## src/rtl/flash_cmd_sequencer_pkg.sv

```systemverilog
// Flash command sequencer shared definitions:
// CFI command words, op codes, status bits and FSM states.
package flash_cmd_sequencer_pkg;

   localparam int ADDR_W = 23;
   localparam int DATA_W = 16;

   localparam logic [DATA_W-1:0] CFI_READ_ARRAY   = 16'h00FF;
   localparam logic [DATA_W-1:0] CFI_READ_STATUS  = 16'h0070;
   localparam logic [DATA_W-1:0] CFI_PROGRAM      = 16'h0040;
   localparam logic [DATA_W-1:0] CFI_ERASE        = 16'h0020;
   localparam logic [DATA_W-1:0] CFI_CONFIRM      = 16'h00D0;
   localparam logic [DATA_W-1:0] CFI_UNLOCK       = 16'h0060;
   localparam logic [DATA_W-1:0] CFI_CLEAR_STATUS = 16'h0050;

   localparam logic [2:0] OP_READ        = 3'd0;
   localparam logic [2:0] OP_PROGRAM     = 3'd1;
   localparam logic [2:0] OP_ERASE       = 3'd2;
   localparam logic [2:0] OP_UNLOCK      = 3'd3;
   localparam logic [2:0] OP_READ_STATUS = 3'd4;

   localparam int SR_READY     = 7;
   localparam int SR_ERASE_ERR = 5;
   localparam int SR_PROG_ERR  = 4;
   localparam int SR_VPP_ERR   = 3;
   localparam int SR_LOCK_ERR  = 1;

   typedef enum logic [2:0] {
      S_IDLE,
      S_ISSUE,
      S_WAIT,
      S_POLL_CHK,
      S_EXIT_CHK,
      S_DONE
   } seq_state_e;

   function automatic logic op_reserved(input logic [2:0] op);
      return op > OP_READ_STATUS;
   endfunction

   function automatic logic status_err(input logic [DATA_W-1:0] s);
      return s[SR_ERASE_ERR] | s[SR_PROG_ERR] | s[SR_VPP_ERR] | s[SR_LOCK_ERR];
   endfunction

   // First bus write of every command sequence
   function automatic logic [DATA_W-1:0] setup_word(input logic [2:0] op);
      case (op)
         OP_PROGRAM:     return CFI_PROGRAM;
         OP_ERASE:       return CFI_ERASE;
         OP_UNLOCK:      return CFI_UNLOCK;
         OP_READ_STATUS: return CFI_READ_STATUS;
         default:        return CFI_READ_ARRAY;
      endcase
   endfunction

endpackage

```

## src/rtl/flash_cmd_sequencer_port.sv

```systemverilog
// One controller access: req pulse, then wait for ready.
// Address/data/wren are held from the req cycle through ready.
module flash_port_access
   import flash_cmd_sequencer_pkg::*;
(
   input  logic              clk,
   input  logic              rst,
   input  logic              start,
   input  logic              wren,
   input  logic [ADDR_W-1:0] addr,
   input  logic [DATA_W-1:0] wdata,
   output logic              busy,
   output logic              done,
   output logic [DATA_W-1:0] rdata,
   output logic [ADDR_W-1:0] mem_address,
   output logic [DATA_W-1:0] mem_wdata,
   output logic              mem_req,
   output logic              mem_wren,
   input  logic [DATA_W-1:0] mem_rdata,
   input  logic              mem_ready
);

   logic              pending;
   logic              wren_q;
   logic [ADDR_W-1:0] addr_q;
   logic [DATA_W-1:0] wdata_q;
   logic [DATA_W-1:0] rdata_q;

   assign busy  = pending;
   assign done  = pending & mem_ready;
   assign rdata = done ? mem_rdata : rdata_q;

   assign mem_req     = start;
   assign mem_address = start ? addr  : addr_q;
   assign mem_wdata   = start ? wdata : wdata_q;
   assign mem_wren    = start ? wren  : wren_q;

   // Latch access fields on start; track the outstanding access
   always_ff @(posedge clk or posedge rst) begin
      if (rst) begin
         pending <= 1'b0;
         wren_q  <= 1'b0;
         addr_q  <= '0;
         wdata_q <= '0;
         rdata_q <= '0;
      end else begin
         if (start) begin
            pending <= 1'b1;
            wren_q  <= wren;
            addr_q  <= addr;
            wdata_q <= wdata;
         end else if (done) begin
            pending <= 1'b0;
         end
         if (done) rdata_q <= mem_rdata;
      end
   end

endmodule

```

## src/rtl/flash_cmd_sequencer.sv

```systemverilog
// Turns one high-level flash command into its CFI bus-cycle
// sequence, with status polling, error clear and array-mode exit.
module flash_cmd_sequencer
   import flash_cmd_sequencer_pkg::*;
#(
   parameter int                POLL_W     = 25,
   parameter logic [POLL_W-1:0] POLL_LIMIT = 25'd25_000_000
) (
   input  logic              clk,
   input  logic              rst,
   input  logic              cmd_valid,
   input  logic [2:0]        cmd_op,
   input  logic [ADDR_W-1:0] cmd_addr,
   input  logic [DATA_W-1:0] cmd_data,
   output logic              cmd_ready,
   output logic              done,
   output logic [DATA_W-1:0] result,
   output logic              err,
   output logic              timeout,
   output logic [ADDR_W-1:0] mem_address,
   output logic [DATA_W-1:0] mem_wdata,
   output logic              mem_req,
   output logic              mem_wren,
   input  logic [DATA_W-1:0] mem_rdata,
   input  logic              mem_ready
);

   seq_state_e        state, state_d;
   logic [2:0]        op_q;
   logic [ADDR_W-1:0] addr_q;
   logic [DATA_W-1:0] data_q;
   logic [1:0]        step;
   logic [POLL_W-1:0] poll_cnt;
   logic              array_mode;
   logic              clr_sent;
   logic              exit_ff;

   logic              accept, op_rd, poll_end;
   logic              acc_start, acc_wren, acc_busy, acc_done;
   logic [DATA_W-1:0] acc_wdata, acc_rdata;

   assign accept   = cmd_valid & cmd_ready;
   assign op_rd    = (op_q == OP_READ) | (op_q == OP_READ_STATUS);
   assign poll_end = result[SR_READY] | (poll_cnt == POLL_LIMIT);

   flash_port_access u_port (
      .clk         (clk),
      .rst         (rst),
      .start       (acc_start),
      .wren        (acc_wren),
      .addr        (addr_q),
      .wdata       (acc_wdata),
      .busy        (acc_busy),
      .done        (acc_done),
      .rdata       (acc_rdata),
      .mem_address (mem_address),
      .mem_wdata   (mem_wdata),
      .mem_req     (mem_req),
      .mem_wren    (mem_wren),
      .mem_rdata   (mem_rdata),
      .mem_ready   (mem_ready)
   );

   // State register
   always_ff @(posedge clk or posedge rst) begin
      if (rst) state <= S_IDLE;
      else     state <= state_d;
   end

   // Next state: step 0/1 are command writes, 2 polls, 3 exits
   always_comb begin
      state_d = state;
      unique case (state)
         S_IDLE, S_DONE: begin
            if (accept) state_d = op_reserved(cmd_op) ? S_DONE : S_ISSUE;
            else        state_d = S_IDLE;
         end
         S_ISSUE: if (!acc_busy) state_d = S_WAIT;
         S_WAIT: begin
            if (acc_done) begin
               unique case (step)
                  2'd0: state_d = S_ISSUE;
                  2'd1: state_d = op_rd ? S_DONE : S_ISSUE;
                  2'd2: state_d = S_POLL_CHK;
                  2'd3: state_d = exit_ff ? S_DONE : S_EXIT_CHK;
               endcase
            end
         end
         S_POLL_CHK: state_d = poll_end ? S_EXIT_CHK : S_ISSUE;
         S_EXIT_CHK: state_d = S_ISSUE;
         default:    state_d = S_IDLE;
      endcase
   end

   // Outputs: handshake flags and the bus word for the current step
   always_comb begin
      cmd_ready = (state == S_IDLE) | (state == S_DONE);
      done      = (state == S_DONE);
      acc_start = (state == S_ISSUE) & ~acc_busy;
      acc_wren  = 1'b0;
      acc_wdata = '0;
      unique case (step)
         2'd0: begin
            acc_wren  = 1'b1;
            acc_wdata = setup_word(op_q);
         end
         2'd1: begin
            if (!op_rd) begin
               acc_wren  = 1'b1;
               acc_wdata = (op_q == OP_PROGRAM) ? data_q : CFI_CONFIRM;
            end
         end
         2'd2: acc_wren = 1'b0;
         2'd3: begin
            acc_wren  = 1'b1;
            acc_wdata = exit_ff ? CFI_READ_ARRAY : CFI_CLEAR_STATUS;
         end
      endcase
   end

   // Command context, step index, poll count and completion status
   always_ff @(posedge clk or posedge rst) begin
      if (rst) begin
         op_q       <= '0;
         addr_q     <= '0;
         data_q     <= '0;
         step       <= '0;
         poll_cnt   <= '0;
         result     <= '0;
         err        <= 1'b0;
         timeout    <= 1'b0;
         array_mode <= 1'b0;
         clr_sent   <= 1'b0;
         exit_ff    <= 1'b0;
      end else if (accept) begin
         op_q     <= cmd_op;
         addr_q   <= cmd_addr;
         data_q   <= cmd_data;
         poll_cnt <= '0;
         result   <= '0;
         err      <= op_reserved(cmd_op);
         timeout  <= 1'b0;
         clr_sent <= 1'b0;
         exit_ff  <= 1'b0;
         step     <= (cmd_op == OP_READ && array_mode) ? 2'd1 : 2'd0;
         if (cmd_op != OP_READ && !op_reserved(cmd_op)) array_mode <= 1'b0;
      end else begin
         case (state)
            S_WAIT: begin
               if (acc_done) begin
                  if (!acc_wren) result <= acc_rdata;
                  case (step)
                     2'd0: step <= 2'd1;
                     2'd1: begin
                        if (op_rd) array_mode <= (op_q == OP_READ);
                        else       step <= 2'd2;
                     end
                     2'd2: if (poll_cnt != '1) poll_cnt <= poll_cnt + 1'b1;
                     2'd3: if (exit_ff) array_mode <= 1'b1;
                  endcase
               end
            end
            S_POLL_CHK: begin
               if (poll_end) begin
                  step    <= 2'd3;
                  timeout <= ~result[SR_READY];
                  err     <= status_err(result) | ~result[SR_READY];
               end
            end
            S_EXIT_CHK: begin
               if (status_err(result) && !clr_sent) begin
                  clr_sent <= 1'b1;
                  exit_ff  <= 1'b0;
               end else begin
                  exit_ff  <= 1'b1;
               end
            end
            default: ;
         endcase
      end
   end

endmodule
```

## config.mk

```make
export PLATFORM = sky130hd
export DESIGN_NAME = flash_cmd_sequencer
export DESIGN_NICKNAME = d
export VERILOG_FILES = /design/src/rtl/flash_cmd_sequencer_pkg.sv /design/src/rtl/flash_cmd_sequencer_port.sv /design/src/rtl/flash_cmd_sequencer.sv
export SDC_FILE = /design/constraint.sdc
export NUM_CORES = 1
export LEC_CHECK = 0
export BUFFER_PORTS_ARGS = -buffer_cell sky130_fd_sc_hd__buf_2
export CORE_MARGIN = 4
export CORE_UTILIZATION = 45
export CTS_BUF_LIST = sky130_fd_sc_hd__clkbuf_4 sky130_fd_sc_hd__clkbuf_8
export CTS_CLUSTER_SIZE = 10
export DETAILED_ROUTE_END_ITERATION = 10
export PLACE_DENSITY = 0.66
export SYNTH_ARGS = -nofsm -noshare
export SYNTH_HDL_FRONTEND = slang
export SYNTH_SLANG_ARGS = --single-unit
```

## constraint.sdc

```tcl
create_clock -name clk -period 6.78 [get_ports clk]
set_input_delay 1.356 -clock clk [delete_from_list [all_inputs] [get_ports clk]]
set_output_delay 1.356 -clock clk [all_outputs]
set_load 0.1 [all_outputs]
```

==> results of run 1 <==
-- through the flow --
step / setup slack [ps] / cell area [sq um] / utilization (%) / std cells / hold WS (ps)
after floorplan: 1800 / 6060 / - / 648 / 440
after CTS: 1980 / 7230 / 54.8 / 949 / 476
after detailed placement: 2470 / 6800 / 51.5 / 917 / 459
final: 2020 / 7230 / 54.8 / 949 / 475
after global routing: 1720 / 7230 / 54.8 / 949 / 500
after global placement: 2610 / 6800 / 51.5 / 917 / 449
-- cells in the mapped netlist (7+ instances only) --
cell and n:
nand4_1 9, ha_1 9, o31ai_1 9, a22o_1 25
xnor2_1 7, nand2b_1 7, or3_1 7, a21oi_1 24
clkbuf_1 27, o21ai_0 25, dfrtp_1 134, nor2_1 28
nand2_1 222, o211ai_1 7, nand3_1 10, inv_1 16
-- routing by layer --
layer,up-vias,part of all wire [%],wire length [um]
li1,2429,-,-
met3,12,5.8,859
met2,131,48,7100
met5,-,0,0
met1,2474,45,6710
met4,0,0.89,132
-- worst paths after layout --
path                                      to  slack (ps)  depth (start not counted)
min reg2reg                u_port.wdata_q[4]         480                          1
min in group asynchronous          data_q[3]        1050                          2
max reg2reg                     poll_cnt[15]        3960                          7
min                        u_port.wdata_q[4]         480                          1
max in group asynchronous         addr_q[11]        4330                          3
max                             mem_wdata[5]        2020                          7
-- sequential cells by signal, summed over array words and instances, names as in the netlist --
register / cells
u_port.wren_q: 1
data_q: 16
array_mode: 1
result: 16
timeout: 1
step: 2
clr_sent: 1
state: 3
err: 1
poll_cnt: 25
addr_q: 23
u_port.addr_q: 23
u_port.wdata_q: 16
op_q: 3
u_port.busy: 1
exit_ff: 1
-- cell type report --
cell class,instances,area (sq um)
Timing Repair Buffer,127,648
Tap cell,176,220
Sequential cell,134,3350
Multi-Input combinational cell,463,2510
Fill cell,1193,5960
Clock inverter,13,179
Inverter,17,66.3
Clock buffer,19,255
-- kinds of logic (layout without fill, tap and decap cells) --
group / Yosys count / in the layout / synth area share [%]
buf+inv: 51 / 176 / 3.30
simple gates: 324 / 324 / 24.4
flops: 134 / 134 / 55.3
fa+ha+maj: 9 / 9 / 1.86
mux: 3 / 3 / 0.516
xor+xnor: 11 / 11 / 1.59
compound gates: 116 / 116 / 13.0
==> impl_metrics.tcl, run 1 <==
set metrics [dict create \
    status "finished, final reports clean" \
    drt_iter0_markers 322 \
    final_cell_mix "222 x nand2_1, 134 x dfrtp_1, 122 x buf_2" \
    relSlewSlack_pct 29.6 \
    start_util_pct 45.9 \
    synth_top_cell_by_area "dfrtp_1" \
    fin_skew_ps 8.04 \
    io_buffers 122 \
    antenna_left 0 \
    hpwl_mm 10.1 \
    path_buf_inv 3 \
    num_io_pins 123 \
    layout_commonest_cell "nand2_1" \
    clk_pin_slew_worst_paths_ps 80 \
    cts_setup_buffers 0 \
    top_usage_layer "met2" \
    area_growth_syn_to_layout_pct 19.3 \
    crit_arrival_ps 3410 \
    met2_usage_pct 31.6 \
    layout-drive-gt1-share_pct 22.8 \
    synthDistinctLibCells 59 \
    globalRouteOverflowTotal 0 \
    synth_ff_type "dfrtp_1" \
    fp.dieH_um 124 \
    cts_buffers 17 \
    place_congestion 0.869 \
    clock_latency_ps 440 \
    worstPathRequired_ps 5420 \
    cp_top_family "buffers and inverters" \
    cts-htree-levels 4 \
    worst_setup_path_end_kind "output port" \
    hold_viol 0 \
    syn_area_per_cell_sq_um 9.35 \
    min_from "u_port.wdata_q[4]" \
    cts_buffer_depth 2 \
    crit_type "flip-flop to output port" \
    die_w_um 124 \
    fin_setup_tns_ps 0 \
    fp.coreArea_sq_um 13200 \
    remaining_drc_errors 0 \
    startpoint "state[1]" \
    cp_slowest_cell "clkinv_1" \
    synth_edf_count 0 \
    async_reset_ff_share_pct 100 \
    met3_usage_pct 5.81 \
    yosysSeqAreaShare_pct 55.3 \
    drv_slew 0 \
    diodes 0 \
    crit_chain "nand2b_1 -> or3_1 -> buf_4 -> clkinv_1 -> nand2b_1 -> o21ai_0 -> buf_2" \
    viasPerCell 5.32 \
    clockRootBuffer "clkbuf_8" \
    fin_nets 831 \
    tightest_slew_ps 1050 \
    setup_violations 0 \
    rows 42 \
    min_period_ps 4760 \
    wl_per_cell_um 15.6 \
    cts.hold.buffers_added 0 \
    r2r_start "step[0]" \
    cts_resized 0 \
    drt_first_pass_iters 5 \
    grt_use_met1_pct 25.4 \
    finalCritPeriodShare_pct 70.2 \
    synth_top_area_share_pct 55.3 \
    hold_class "flip-flop to flip-flop" \
    netlist_instances 648 \
    synth_seq_cells 134 \
    fmax_mhz 210 \
    vias 5046 \
    slowest_delay_ps 750 \
    start_kind "flip-flop" \
    antenna_found_initial 0 \
    cts_tree "built" \
    syn_area_sq_um 6060 \
    grt_pass1_vias 4878 \
    grt_pass1_wl_mm 23.4 \
    ys.warnings.count 0 \
    wirelength_mm 14.8 \
    critPathMostFrequentCell "nand2b_1" \
    cap_violations 0 \
    dieArea_sq_um 15400 \
    crit_path_max_fanout 46 \
    rsz0062_at_grt "false" \
    grt_start_max_net_pins 73 \
    grtUsageTotal_pct 19.5 \
    synth.top_cells.by_area "dfrtp_1 55%, nand2_1 14%, a22o_1 3.6%, o21ai_0 2.1%, a21oi_1 2.0%" \
    syn-num-nets 719 \
    cts.sinks 134 \
]
Power of run 1 is left out: the tool's default activity adds up to more than one toggle a clock period on the data nets, which glitch-free logic cannot reach.
==> run 2: changes to the inputs <==
--- a/config.mk
+++ b/config.mk
@@ -11,7 +11,7 @@
 export CTS_BUF_LIST = sky130_fd_sc_hd__clkbuf_4 sky130_fd_sc_hd__clkbuf_8
 export CTS_CLUSTER_SIZE = 10
 export DETAILED_ROUTE_END_ITERATION = 10
-export PLACE_DENSITY = 0.66
+export PLACE_DENSITY = 0.69
 export SYNTH_ARGS = -nofsm -noshare
 export SYNTH_HDL_FRONTEND = slang
 export SYNTH_SLANG_ARGS = --single-unit
==> constraint.sdc (replaced) <==
create_clock -name clk -period 4.25 [get_ports clk]
set_input_delay 0.85 -clock clk [delete_from_list [all_inputs] [get_ports clk]]
set_output_delay 0.85 -clock clk [all_outputs]
set_load 0.1 [all_outputs]
==> run 2 against run 1 <==
  * Core utilization down 0.30 points
  * Clock-buffer cell count up 5
  * Worst hold slack worse by 97 ps
  * Sequential share of layout area up 0.26 points
  * Final area down 0.55%
  * Sequential cell count unchanged
  * Highest routed layer unchanged
  * Wire length down 2.4%
==> impl_metrics.tcl, run 2 (synthesis gave the netlist of run 1 again) <==
set metrics [dict create \
    status "finished, final reports clean" \
    antenna_left 0 \
    clockRootBuffer "clkbuf_8" \
    cts_setup_buffers 0 \
    top_register "poll_cnt" \
    crit_type "flip-flop to output port" \
    layout_setup_ws_ps 326 \
    largestRegisters "poll_cnt: 25 flops, addr_q: 23 flops, u_port.addr_q: 23 flops" \
    fmax_mhz 255 \
    tightest_slew_ps 1190 \
    cts_buffers 17 \
    grt_start_max_net_pins 85 \
    io_buffers 122 \
    cap_violations 0 \
    fill_cells 1219 \
    hold_viol 0 \
    cts_buffer_depth 2 \
    rows 42 \
    worstPathRequired_ps 3400 \
    fp.dieH_um 124 \
    fin_skew_ps 13.4 \
    largest_reg_flops 25 \
    dieArea_sq_um 15400 \
    area_growth_syn_to_layout_pct 18.6 \
    place_congestion 0.895 \
    globalRouteOverflowTotal 0 \
    diodes 0 \
    rsz0062_at_grt "false" \
    hold_class "input pin to async pin" \
    grtUsageTotal_pct 19.3 \
    min_period_ps 3920 \
    fin_nets 831 \
    clk_pin_slew_worst_paths_ps 80 \
    relSlewSlack_pct 20.7 \
    start_util_pct 45.9 \
    remaining_drc_errors 0 \
    vias 5046 \
    drv_slew 0 \
    drt_first_pass_iters 5 \
    drt_iter0_markers 339 \
    hpwl_mm 10.2 \
    crit_path_max_fanout 26 \
    final_cell_mix "222 x nand2_1, 134 x dfrtp_1, 122 x buf_2" \
    cts.hold.buffers_added 0 \
    multiInputGateArea_sq_um 2510 \
    wl_per_cell_um 15.2 \
    cts_tree "built" \
    layout_commonest_cell "nand2_1" \
    start_kind "flip-flop" \
    setup_violations 0 \
    cts-htree-levels 4 \
    r2r_cells 6 \
    worst_setup_path_end_kind "output port" \
    fp.coreArea_sq_um 13200 \
    grt_pass1_wl_mm 23.3 \
    ff_latch_area_sq_um 3350 \
    wirelength_mm 14.4 \
    viasPerCell 5.32 \
    dp_slack_ps 468 \
    antenna_found_initial 0 \
    cts.sinks 134 \
    die_w_um 124 \
    num_io_pins 123 \
    crit_arrival_ps 3070 \
    layout-drive-gt1-share_pct 22.9 \
    finalCritPeriodShare_pct 92.3 \
    clock_latency_ps 440 \
    grt_pass1_vias 4875 \
]
-- run 2: cell count changes in the layout (fill, tap and decap cells not counted), moves of 2 or more --
cell        before  now
o21ai_1          2    7
clkinvlp_4       1    3
clkbuf_8        18   20
bufinv_16        4    1
clkbuf_4         1    4
o21ai_0         25   20
-- run 2: final timing paths --
check	from	to	slack, ps
worst max register to register	step[1]	result[3]	1340
worst min register to register	u_port.addr_q[4]	u_port.addr_q[4]	470
min in group clk	u_port.addr_q[4]	u_port.addr_q[4]	470
max in group asynchronous	rst	result[12]	3100
worst min-delay path	rst	data_q[7]	380
worst max-delay path	state[1]	mem_wdata[1]	330
-- run 2: metal layers --
| metal | share of wire (%) | global-route usage (%) | vias up |
|---|---|---|---|
| met5 | 0 | 0 | - |
| met4 | 0.82 | 6.16 | 0 |
| met3 | 6.5 | 5.22 | 10 |
| met2 | 48 | 31.0 | 139 |
| met1 | 44 | 25.6 | 2464 |
| li1 | - | - | 2433 |
-- run 2: repair_timing --
item                                    CTS  global route
endpoints found under the setup margin    5             0
gates resized for setup                   1             0
hold endpoints to repair                  0             0
-- run 2: metrics by stage --
stage	instances	area (sq um)	setup TNS (ps)	util, %	hold WS (ps)
2_1_floorplan	648	6060	-456	-	440
3_3_place_gp	917	6810	0	51.6	451
3_5_place_dp	917	6810	0	51.6	455
4_1_cts	949	7190	0	54.5	354
5_1_grt	949	7190	0	54.5	375
6_report	949	7190	0	54.5	378
-- run 2: cell type report --
type,instances,share of cell area (%)
multi-input cells,463,34.9
well taps,176,3.06
clock buffers,24,4.25
repair buffers,127,9.19
inverters,17,0.957
flip-flops and latches,134,46.6
clock inverters,8,1.03
-- run 2: critical path: stages (launching register included) --
cell	delay (ps)
dfrtp_1	500
nand2b_1	220
or3_1	600
clkinv_2	410
nand2b_1	210
o21ai_1	230
buf_2	460
Power of run 2 is left out for the same reason.
==> run 3: changes to the inputs <==
--- a/config.mk
+++ b/config.mk
@@ -5,6 +5,7 @@
 export SDC_FILE = /design/constraint.sdc
 export NUM_CORES = 1
 export LEC_CHECK = 0
+export ABC_AREA = 1
 export BUFFER_PORTS_ARGS = -buffer_cell sky130_fd_sc_hd__buf_2
 export CORE_MARGIN = 4
 export CORE_UTILIZATION = 45
==> run 3 against run 2 <==
  * Sequential share of layout area shrank 2.5 points
  * Core utilization about the same
  * Global-route usage grew 0.88 points
  * Worst setup slack improved by 170 ps
  * First-iteration DRC count fell by 12%
  * Final area up 5.7%
  * Clock-buffer cell count fell by 3
  * Sequential cell count did not move
  * Non-clock buffer count rose by 2
  * Via count rose by 8.6%
  * Synthesized area is 5.8% higher
  * Synthesized cell count grew 24%
  * Critical path type unchanged
==> impl_metrics.tcl, run 3 <==
set metrics [dict create \
    synth_top_family_by_area "simple AND/OR/NAND/NOR gates" \
    synthTopCellsByCount "291 x nand2_1, 134 x dfrtp_1, 70 x nand3_1" \
    start_kind "flip-flop" \
    fin_setup_tns_ps 0 \
    crit_arrival_ps 2910 \
    path_buf_inv 4 \
    worstPathRequired_ps 3400 \
    hold_class "flip-flop to flip-flop" \
    cp_top_family "simple AND/OR/NAND/NOR gates" \
    clock_latency_ps 440 \
    cts_setup_buffers 0 \
    syn_area_sq_um 6410 \
    finalCritPeriodShare_pct 88.4 \
    crit_type "flip-flop to output port" \
    remaining_drc_errors 0 \
    layout-drive-gt1-share_pct 19.9 \
    cts_tree "built" \
    hpwl_mm 10.9 \
    clockRootBuffer "clkbuf_8" \
    relSlewSlack_pct 40.3 \
    dieArea_sq_um 16200 \
    synthAdderAreaFrac_pct 1.76 \
    cts.sinks 134 \
    largestRegisters "poll_cnt: 25 flops, addr_q: 23 flops, u_port.addr_q: 23 flops" \
    netlist_instances 803 \
    rows 43 \
    synth_top_area_share_pct 52.3 \
    fp.dieH_um 127 \
    antenna_left 0 \
    synth.top_cells.by_area "dfrtp_1 52%, nand2_1 17%, nand3_1 5.5%, o21ai_0 5.4%, inv_1 4.0%" \
    cap_violations 0 \
    clk_pin_slew_worst_paths_ps 80 \
    antenna_found_initial 0 \
    worst_setup_path_end_kind "output port" \
    slowest_delay_ps 480 \
    min_period_ps 3760 \
    cp_slowest_cell "buf_2" \
    synth_seq_cells 134 \
    syn-num-nets 874 \
    area_growth_syn_to_layout_pct 18.5 \
    fin_skew_ps 13.6 \
    start_util_pct 46.0 \
    vias 5479 \
    status "finished, final reports clean" \
    io_buffers 122 \
    synth_edf_count 0 \
    async_reset_ff_share_pct 100 \
    synth_top_cell_by_area "dfrtp_1" \
    drt_iter0_markers 299 \
    fp.coreArea_sq_um 13900 \
    hold_viol 0 \
    drt_first_pass_iters 5 \
    grtUsageTotal_pct 20.2 \
    yosysSeqAreaShare_pct 52.3 \
    grt_pass1_vias 5340 \
    wl_per_cell_um 13.8 \
    die_w_um 127 \
    syn_area_per_cell_sq_um 7.99 \
    synth-simple-area-share_pct 28.4 \
    diodes 0 \
    cts_buffers 17 \
    fmax_mhz 266 \
    final_cell_mix "291 x nand2_1, 134 x dfrtp_1, 122 x buf_2" \
    synthDistinctLibCells 35 \
    largest_reg_flops 25 \
    place_congestion 0.846 \
    crit_chain "inv_2 -> nor2_1 -> nand2_1 -> nor2_4 -> inv_2 -> nor2_2 -> inv_1 -> o21ai_0 -> buf_2" \
    cts_resized 0 \
    setup_violations 0 \
    viasPerCell 4.92 \
    synth_compound_area_share_pct 8.74 \
    num_io_pins 123 \
    cts.hold.buffers_added 0 \
    r2r_slack_ps 1910 \
    grt_start_max_net_pins 73 \
    fin_nets 992 \
    top_register "poll_cnt" \
    crit_path_max_fanout 23 \
    synthMuxAreaShare_pct 0 \
    yosys.cell_count.top_type "nand2_1" \
    cts-htree-levels 4 \
    rsz0062_at_grt "false" \
    layout_commonest_cell "nand2_1" \
    synth_ff_type "dfrtp_1" \
    cts_buffer_depth 2 \
    drv_slew 0 \
    ys.warnings.count 0 \
    tightest_slew_ps 896 \
    synthXorXnorAreaFrac_pct 1.91 \
    globalRouteOverflowTotal 0 \
    grt_pass1_wl_mm 26.6 \
    critPathMostFrequentCell "inv_2" \
    wirelength_mm 15.4 \
]
run 3: worst min-delay path, cell delays in order, from the launching register on:
cell,delay [ps]
dfrtp_1,340
nand2_1,50
nand2_1,60
run 3: per-stage QoR:
stage                     setup WS (ps)  area, sq um  utilization, %  hold WS, ps  std cells
after floorplan                    42.3         6420               -          449        803
after global placement             1060         7150            51.3          457       1082
after detailed placement            918         7150            51.3          456       1082
after CTS                           430         7600            54.5          476       1114
after global routing                151         7600            54.5          512       1114
final                               493         7600            54.5          477       1114
run 3: final cells by class:
class                      instances  area [sq um]
multi-input combinational        566          2620
clock buffer                      21           277
inverter                          73           279
timing repair buffer             129           676
sequential                       134          3350
fill                            1356          6340
tap                              180           225
clock inverter                    11           171
run 3: worst paths after layout:
| check | startpoint | endpoint | cells past startpoint |
|---|---|---|---|
| max | state[0] | mem_wdata[5] | 9 |
| min | u_port.addr_q[4] | u_port.addr_q[4] | 2 |
| max reg2reg | poll_cnt[0] | poll_cnt[22] | 8 |
| min reg2reg | u_port.addr_q[4] | u_port.addr_q[4] | 2 |
| max in group asynchronous | rst | poll_cnt[19] | 3 |
| min in group asynchronous | rst | u_port.addr_q[14] | 2 |
run 3: cell families (layout without fill, tap and decap cells):
logic type,Yosys count,after routing
AND/OR/NAND/NOR,441,441
flip-flops,134,134
buffers and inverters,103,234
AO/OA/AOI/OAI,102,102
XOR/XNOR,14,14
adder cells (fa/ha/maj),9,9
run 3: metal layers:
metal | vias to the layer above | track usage (%) | wire [um]
met5 | - | 0 | 0
met4 | 0 | 4.92 | 123
met3 | 13 | 5.94 | 1080
met2 | 147 | 30.7 | 7020
met1 | 2552 | 28.6 | 7190
li1 | 2767 | - | -
Power of run 3 is left out for the same reason.
